--- src/rtl/muldiv_if.sv ---
// muldiv_if: operand, command and result bundle between a requester and the multiply/divide unit.
interface muldiv_if;
    logic        start;
    logic [1:0]  op;
    logic [31:0] rso;
    logic [31:0] rto;
    logic        hiwrite;
    logic        lowrite;
    logic        busy;
    logic        done;
    logic [31:0] hi;
    logic [31:0] lo;
    logic        divzero;
    modport master (output start, op, rso, rto, hiwrite, lowrite,
                    input busy, done, hi, lo, divzero);
    modport slave (input start, op, rso, rto, hiwrite, lowrite,
                   output busy, done, hi, lo, divzero);
endinterface

--- src/rtl/muldiv.sv ---
// muldiv: iterative 32x32 multiply / 32/32 restoring divide with hi/lo result registers.
// Fixed 33-cycle latency: 32 ITER steps on magnitudes, then one FIX cycle for signs.
module muldiv (
    input logic     clk,
    input logic     rst,
    muldiv_if.slave bus
);
    localparam logic [1:0] IDLE = 2'd0, ITER = 2'd1, FIX = 2'd2;
    logic [1:0]  state_q, state_d, op_q, op_d;
    logic [4:0]  cnt_q, cnt_d;
    logic [31:0] a_q, a_d, b_q, b_d, hi_q, hi_d, lo_q, lo_d;
    logic [63:0] p_q, p_d;
    logic        done_q, done_d, dz_q, dz_d;
    logic        is_div, a_neg, b_neg, dz;
    logic [31:0] mag_a, mag_b, quot, rem, fix_hi, fix_lo;
    logic [63:0] s, mul_nx, div_nx, prod;
    logic [32:0] ms, rs, df;
    always_comb begin
        is_div = op_q[1];
        a_neg  = op_q[0] & a_q[31];
        b_neg  = op_q[0] & b_q[31];
        mag_a  = a_neg ? -a_q : a_q;
        mag_b  = b_neg ? -b_q : b_q;
        // first step seeds the working register with multiplier or dividend
        s      = (cnt_q == 5'd0) ? {32'b0, is_div ? mag_a : mag_b} : p_q;
        ms     = {1'b0, s[63:32]} + {1'b0, mag_a};
        mul_nx = s[0] ? {ms, s[31:1]} : {1'b0, s[63:1]};
        rs     = {s[63:32], s[31]};
        df     = rs - {1'b0, mag_b};
        div_nx = df[32] ? {rs[31:0], s[30:0], 1'b0} : {df[31:0], s[30:0], 1'b1};
        prod   = (a_neg ^ b_neg) ? -p_q : p_q;
        quot   = (a_neg ^ b_neg) ? -p_q[31:0] : p_q[31:0];
        rem    = a_neg ? -p_q[63:32] : p_q[63:32];
        dz     = is_div & (b_q == 32'd0);
        fix_hi = !is_div ? prod[63:32] : dz ? a_q : rem;
        fix_lo = !is_div ? prod[31:0] : dz ? 32'hFFFF_FFFF : quot;
    end
    always_comb begin
        state_d = state_q;
        cnt_d   = cnt_q;
        op_d    = op_q;
        a_d     = a_q;
        b_d     = b_q;
        p_d     = p_q;
        hi_d    = hi_q;
        lo_d    = lo_q;
        done_d  = 1'b0;
        dz_d    = dz_q;
        if (state_q == IDLE) begin
            if (bus.start) begin
                state_d = ITER;
                cnt_d   = 5'd0;
                op_d    = bus.op;
                a_d     = bus.rso;
                b_d     = bus.rto;
                dz_d    = 1'b0;
            end else begin
                hi_d = bus.hiwrite ? bus.rso : hi_q;
                lo_d = bus.lowrite ? bus.rso : lo_q;
            end
        end else if (state_q == ITER) begin
            p_d     = is_div ? div_nx : mul_nx;
            cnt_d   = cnt_q + 5'd1;
            state_d = (cnt_q == 5'd31) ? FIX : ITER;
        end else if (state_q == FIX) begin
            hi_d    = fix_hi;
            lo_d    = fix_lo;
            dz_d    = dz;
            done_d  = 1'b1;
            state_d = IDLE;
        end else begin
            state_d = IDLE;
        end
    end
    always_ff @(posedge clk) begin
        if (!rst) begin
            state_q <= IDLE;
            cnt_q   <= 5'd0;
            op_q    <= 2'd0;
            a_q     <= 32'd0;
            b_q     <= 32'd0;
            p_q     <= 64'd0;
            hi_q    <= 32'd0;
            lo_q    <= 32'd0;
            done_q  <= 1'b0;
            dz_q    <= 1'b0;
        end else begin
            state_q <= state_d;
            cnt_q   <= cnt_d;
            op_q    <= op_d;
            a_q     <= a_d;
            b_q     <= b_d;
            p_q     <= p_d;
            hi_q    <= hi_d;
            lo_q    <= lo_d;
            done_q  <= done_d;
            dz_q    <= dz_d;
        end
    end
    assign bus.busy    = state_q != IDLE;
    assign bus.done    = done_q;
    assign bus.hi      = hi_q;
    assign bus.lo      = lo_q;
    assign bus.divzero = dz_q;
endmodule

--- src/flat_wrapper.sv ---
// flat-port wrapper written by rule: the top's interface ports become plain ports
module muldiv_flat 
  (clk, rst, bus_start, bus_op, bus_rso, bus_rto, bus_hiwrite, bus_lowrite, bus_busy, bus_done, bus_hi, bus_lo, bus_divzero);
  muldiv_if bus_i ();
  input logic clk;
  input logic rst;
  input wire logic [$bits(bus_i.start)-1:0] bus_start;
  input wire logic [$bits(bus_i.op)-1:0] bus_op;
  input wire logic [$bits(bus_i.rso)-1:0] bus_rso;
  input wire logic [$bits(bus_i.rto)-1:0] bus_rto;
  input wire logic [$bits(bus_i.hiwrite)-1:0] bus_hiwrite;
  input wire logic [$bits(bus_i.lowrite)-1:0] bus_lowrite;
  output wire logic [$bits(bus_i.busy)-1:0] bus_busy;
  output wire logic [$bits(bus_i.done)-1:0] bus_done;
  output wire logic [$bits(bus_i.hi)-1:0] bus_hi;
  output wire logic [$bits(bus_i.lo)-1:0] bus_lo;
  output wire logic [$bits(bus_i.divzero)-1:0] bus_divzero;
  assign bus_i.start = bus_start;
  assign bus_i.op = bus_op;
  assign bus_i.rso = bus_rso;
  assign bus_i.rto = bus_rto;
  assign bus_i.hiwrite = bus_hiwrite;
  assign bus_i.lowrite = bus_lowrite;
  assign bus_busy = bus_i.busy;
  assign bus_done = bus_i.done;
  assign bus_hi = bus_i.hi;
  assign bus_lo = bus_i.lo;
  assign bus_divzero = bus_i.divzero;
  muldiv u_core (.clk(clk), .rst(rst), .bus(bus_i));
endmodule
--- config.mk ---
export PLATFORM = sky130hd
export DESIGN_NAME = muldiv_flat
export DESIGN_NICKNAME = d
export VERILOG_FILES = /design/src/rtl/muldiv_if.sv /design/src/rtl/muldiv.sv /design/src/flat_wrapper.sv
export SDC_FILE = /design/constraint.sdc
export NUM_CORES = 1
export LEC_CHECK = 0
export ABC_AREA = 1
export CAP_MARGIN = 20
export CORE_MARGIN = 4
export CORE_UTILIZATION = 50
export DETAILED_ROUTE_END_ITERATION = 10
export MAX_ROUTING_LAYER = met4
export PLACE_DENSITY_LB_ADDON = 0.2
export SLEW_MARGIN = 10
export SYNTH_ARGS = -nofsm -noshare
export SYNTH_HDL_FRONTEND = slang
export SYNTH_SLANG_ARGS = --single-unit
--- constraint.sdc ---
create_clock -name clk -period 8 [get_ports clk]
set_input_delay 0.8 -clock clk [delete_from_list [all_inputs] [get_ports clk]]
set_output_delay 0.8 -clock clk [all_outputs]
set_load 0.01 [all_outputs]
==> impl_results.md <==
- Chip height: 202.6 µm
- Ratio of final minimum period to clock period: 66.61%
- All-Layer GR Usage: 41.73%
- Fin. max-slew vios: 0
- Crit-path slowest cell: nand2_2
- H-tree depth: 1
- Seq pwr share: 29.4%
- Met3 routed WL: 9.812 mm
- Overflow after GRT: 0
- CTS tree: done
- Synth unique cells: 52
- Final Non-Filler Cells: 3,816
- I/O pin cnt: 138
- Most numerous cell in the Yosys netlist: nand2_1
- First-pass GRT wire length: 130.0 mm
- #FFs+latches synth: 203
- Die ar.: 41,050 µm²
- Syn avg cell area: 5.834 µm²
- Hold Vio Cnt, Final: 0
- Internal power: 2.275 mW
- Tot Pwr: 4.080 mW
- Clock root buffer: clkbuf_16
- Port Buffers: 137
- Met2 WL: 36.23 mm
- Synth Net Count: 3,390
- Max cap viols: 0
- Startpoint of the worst hold path: u_core.p_q[1]
- Antenna violations before repair: 3
- Avg WL per Cell: 23.03 µm
- Design area: 21,320 µm²
- Origin of the worst setup path: u_core.a_q[0]
- Core Rows: 71
- Vias in the first global route: 21,670
- Share of layout cells above drive strength 1: 4.847%
- Total setup buffers inserted after CTS: 0
- Initial DRC Count: 3,331
- Placer Congestion: 1.137
- Most used cell along the critical path: nand2_1
- Worst setup EP type: flip-flop
- Drt pass-1 iters: 9
- Clk Latency, worst-skew pair: 590 ps
- Placed instance count: 3,766
- Max clock buf depth: 3
- Initial core utilization: 50.52%
- ANT nets after route: 0
- Worst-margin pin slew: 1188 ps
- Most used DFF post-synth: dfxtp_1
- Synthesized cell area: 18,940 µm²
- Part of the Yosys area used for sequential elements: 21.46%
- Die Wd: 202.6 µm
- Pwr dens: 191.3 nW/µm²
- Pin count of the biggest net entering global routing: 99
- Final period demand of the worst path: 5329 ps
- Total Routed Length: 87.89 mm
- Detail Placement HPWL: 68.22 mm
- Placeable Area: 37,490 µm²
- Mapped Cells: 3,246
- Setup tns final: 0 ps
- Post-DP Area: 20,460 µm²
- Cell taking the most area after synthesis: dfxtp_1
- Async SR Flop Fraction: 0%
- Post-synth top area share: 21.46%
- CP Class: flip-flop to flip-flop
- Met1 wire length: 35.79 mm
- DRC violations left: 0
- Combinational power share: 40.9%
- Post-CTS sizing: 0
- Crit-path cells: inv_1 -> nand3_1 -> nor2_2 -> nand2_1 -> o21ai_0 -> nand2_1 -> nand2_1 -> a31oi_1 -> ha_1 -> fa_1 -> o21ai_2 -> nand2_1 -> nand2_1 -> nand3_1 -> nand2_2 -> nand2_2 -> nand2_1 -> nand2_1 -> nand2_2 -> nand3_1 -> nand3_1 -> a21oi_1
- Slew HR: 20.79%
- Max FO, Critical Path: 32
- Area grow syn2layout: 12.59%
- Maximum VDD drop: 0.0002221 V
- Num CTS Buffers: 25
- CTS sink count: 203
- EDFF count, synth: 0
- FMAX: 0.1876 GHz
- RSZ-0062 raised after global routing: false
- Endpoints failing setup: 0
- Worst setup SP type: flip-flop
- Min-Delay Path Class: flip-flop to flip-flop
- Reg-to-Reg Start: u_core.a_q[0]
- Switch share: 44.22%
- Static Leak: 9.612 nW
- Status: complete, no violations
- Yosys warnings: 0
- Top layer in use: met4
- Hold-fix buffers, CTS: 0
- Crit path arrival time: 5800 ps
- Vias per Instance: 6.248
- Final #Nets: 3,426
- Worst Path Required: 8480 ps
- Vias: 23,840
- Synth area leaders: dfxtp_1, nand2_1, nand3_1
- CP max stage delay: 580 ps
- Clock Power Share: 29.8%
- Synth top cells by count: nand2_1, nand3_1, a21oi_1, inv_1, nor2_1
- Switch Pwr: 1.804 mW
- Clock transition at the registers of the reported paths: 70 ps
- Clk_skew: 20.84 ps
-- per-stage QoR --
stage	util, %	hold WS, ps	setup WS [ps]
2_1_floorplan	-	457.5	4730
3_3_place_gp	54.58	464.2	3046
3_5_place_dp	54.58	477.0	2969
4_1_cts	56.85	486.4	2931
5_1_grt	56.87	518.8	2557
6_report	56.88	484.4	2671
-- metal layers --
metal,GRT usage (%),up-vias
li1,-,10910
met1,55.98,11050
met2,59.49,1569
met3,7.810,314
met4,22.50,0
met5,-,-
-- path summary, 6_finish.rpt --
path | to | slack [ps] | cells after the start
hold / removal | u_core.p_q[1] | 480 | 2
setup reg to reg | u_core.p_q[58] | 2670 | 22
hold reg to reg | u_core.p_q[1] | 480 | 2
setup / recovery | u_core.p_q[58] | 2670 | 22
-- cell families after synthesis --
kind of cell | share of synthesized area (%)
buf+inv | 10.55
flops | 21.46
compound gates | 23.33
simple gates | 35.50
xor+xnor | 4.255
fa+ha+maj | 4.902
-- registers in the layout, indices dropped and copies added, names as in the netlist --
signal,flops
u_core.p_q,64
u_core.a_q,32
u_core.b_q,32
u_core.bus.hi,32
u_core.bus.lo,32
u_core.cnt_q,5
u_core.op_q,2
u_core.state_q,2
u_core.bus.divzero,1
u_core.bus.done,1
-- worst max-delay path, delay by kind of cell, from the launching register on --
family	cells	cell delay, ps
flops	1	330
simple gates	15	3270
buf+inv	1	160
compound gates	4	770
fa+ha+maj	2	680
-- cells in the final DEF, fill, tap and decap left out, types with 29 or more instances in the layout --
cell / count
dfxtp_1: 202
xor2_1: 77
nor3_1: 30
inv_2: 34
nand2_1: 723
a21oi_1: 380
o21ai_1: 58
ha_1: 71
o21ai_0: 264
inv_1: 323
nor2_1: 297
clkdlybuf4s50_1: 136
nand3_1: 391
o211ai_1: 52
nand4_1: 29
-- power groups by stage --
| stage | combinational, mW | sequential (mW) | clock, mW |
|---|---|---|---|
| finish | 1.67 | 1.20 | 1.21 |
| global route | 1.79 | 1.20 | 1.25 |
| CTS | 1.60 | 1.19 | 1.21 |
| detailed placement | 1.59 | 1.21 | 0 |
| global placement | 1.57 | 1.21 | 0 |
| floorplan | 1.06 | 1.19 | 0 |
-- layout make-up --
type / count / area (µm²)
fill: 3839 / 16170
multi-input combinational: 2535 / 12890
sequential: 203 / 4068
timing repair buffer: 155 / 1504
inverter: 362 / 1361
clock buffer: 32 / 693.2
tap: 511 / 639.4
clock inverter: 14 / 157.7
antenna: 4 / 10.01
Note: power is estimated with default switching activity, not from simulation.
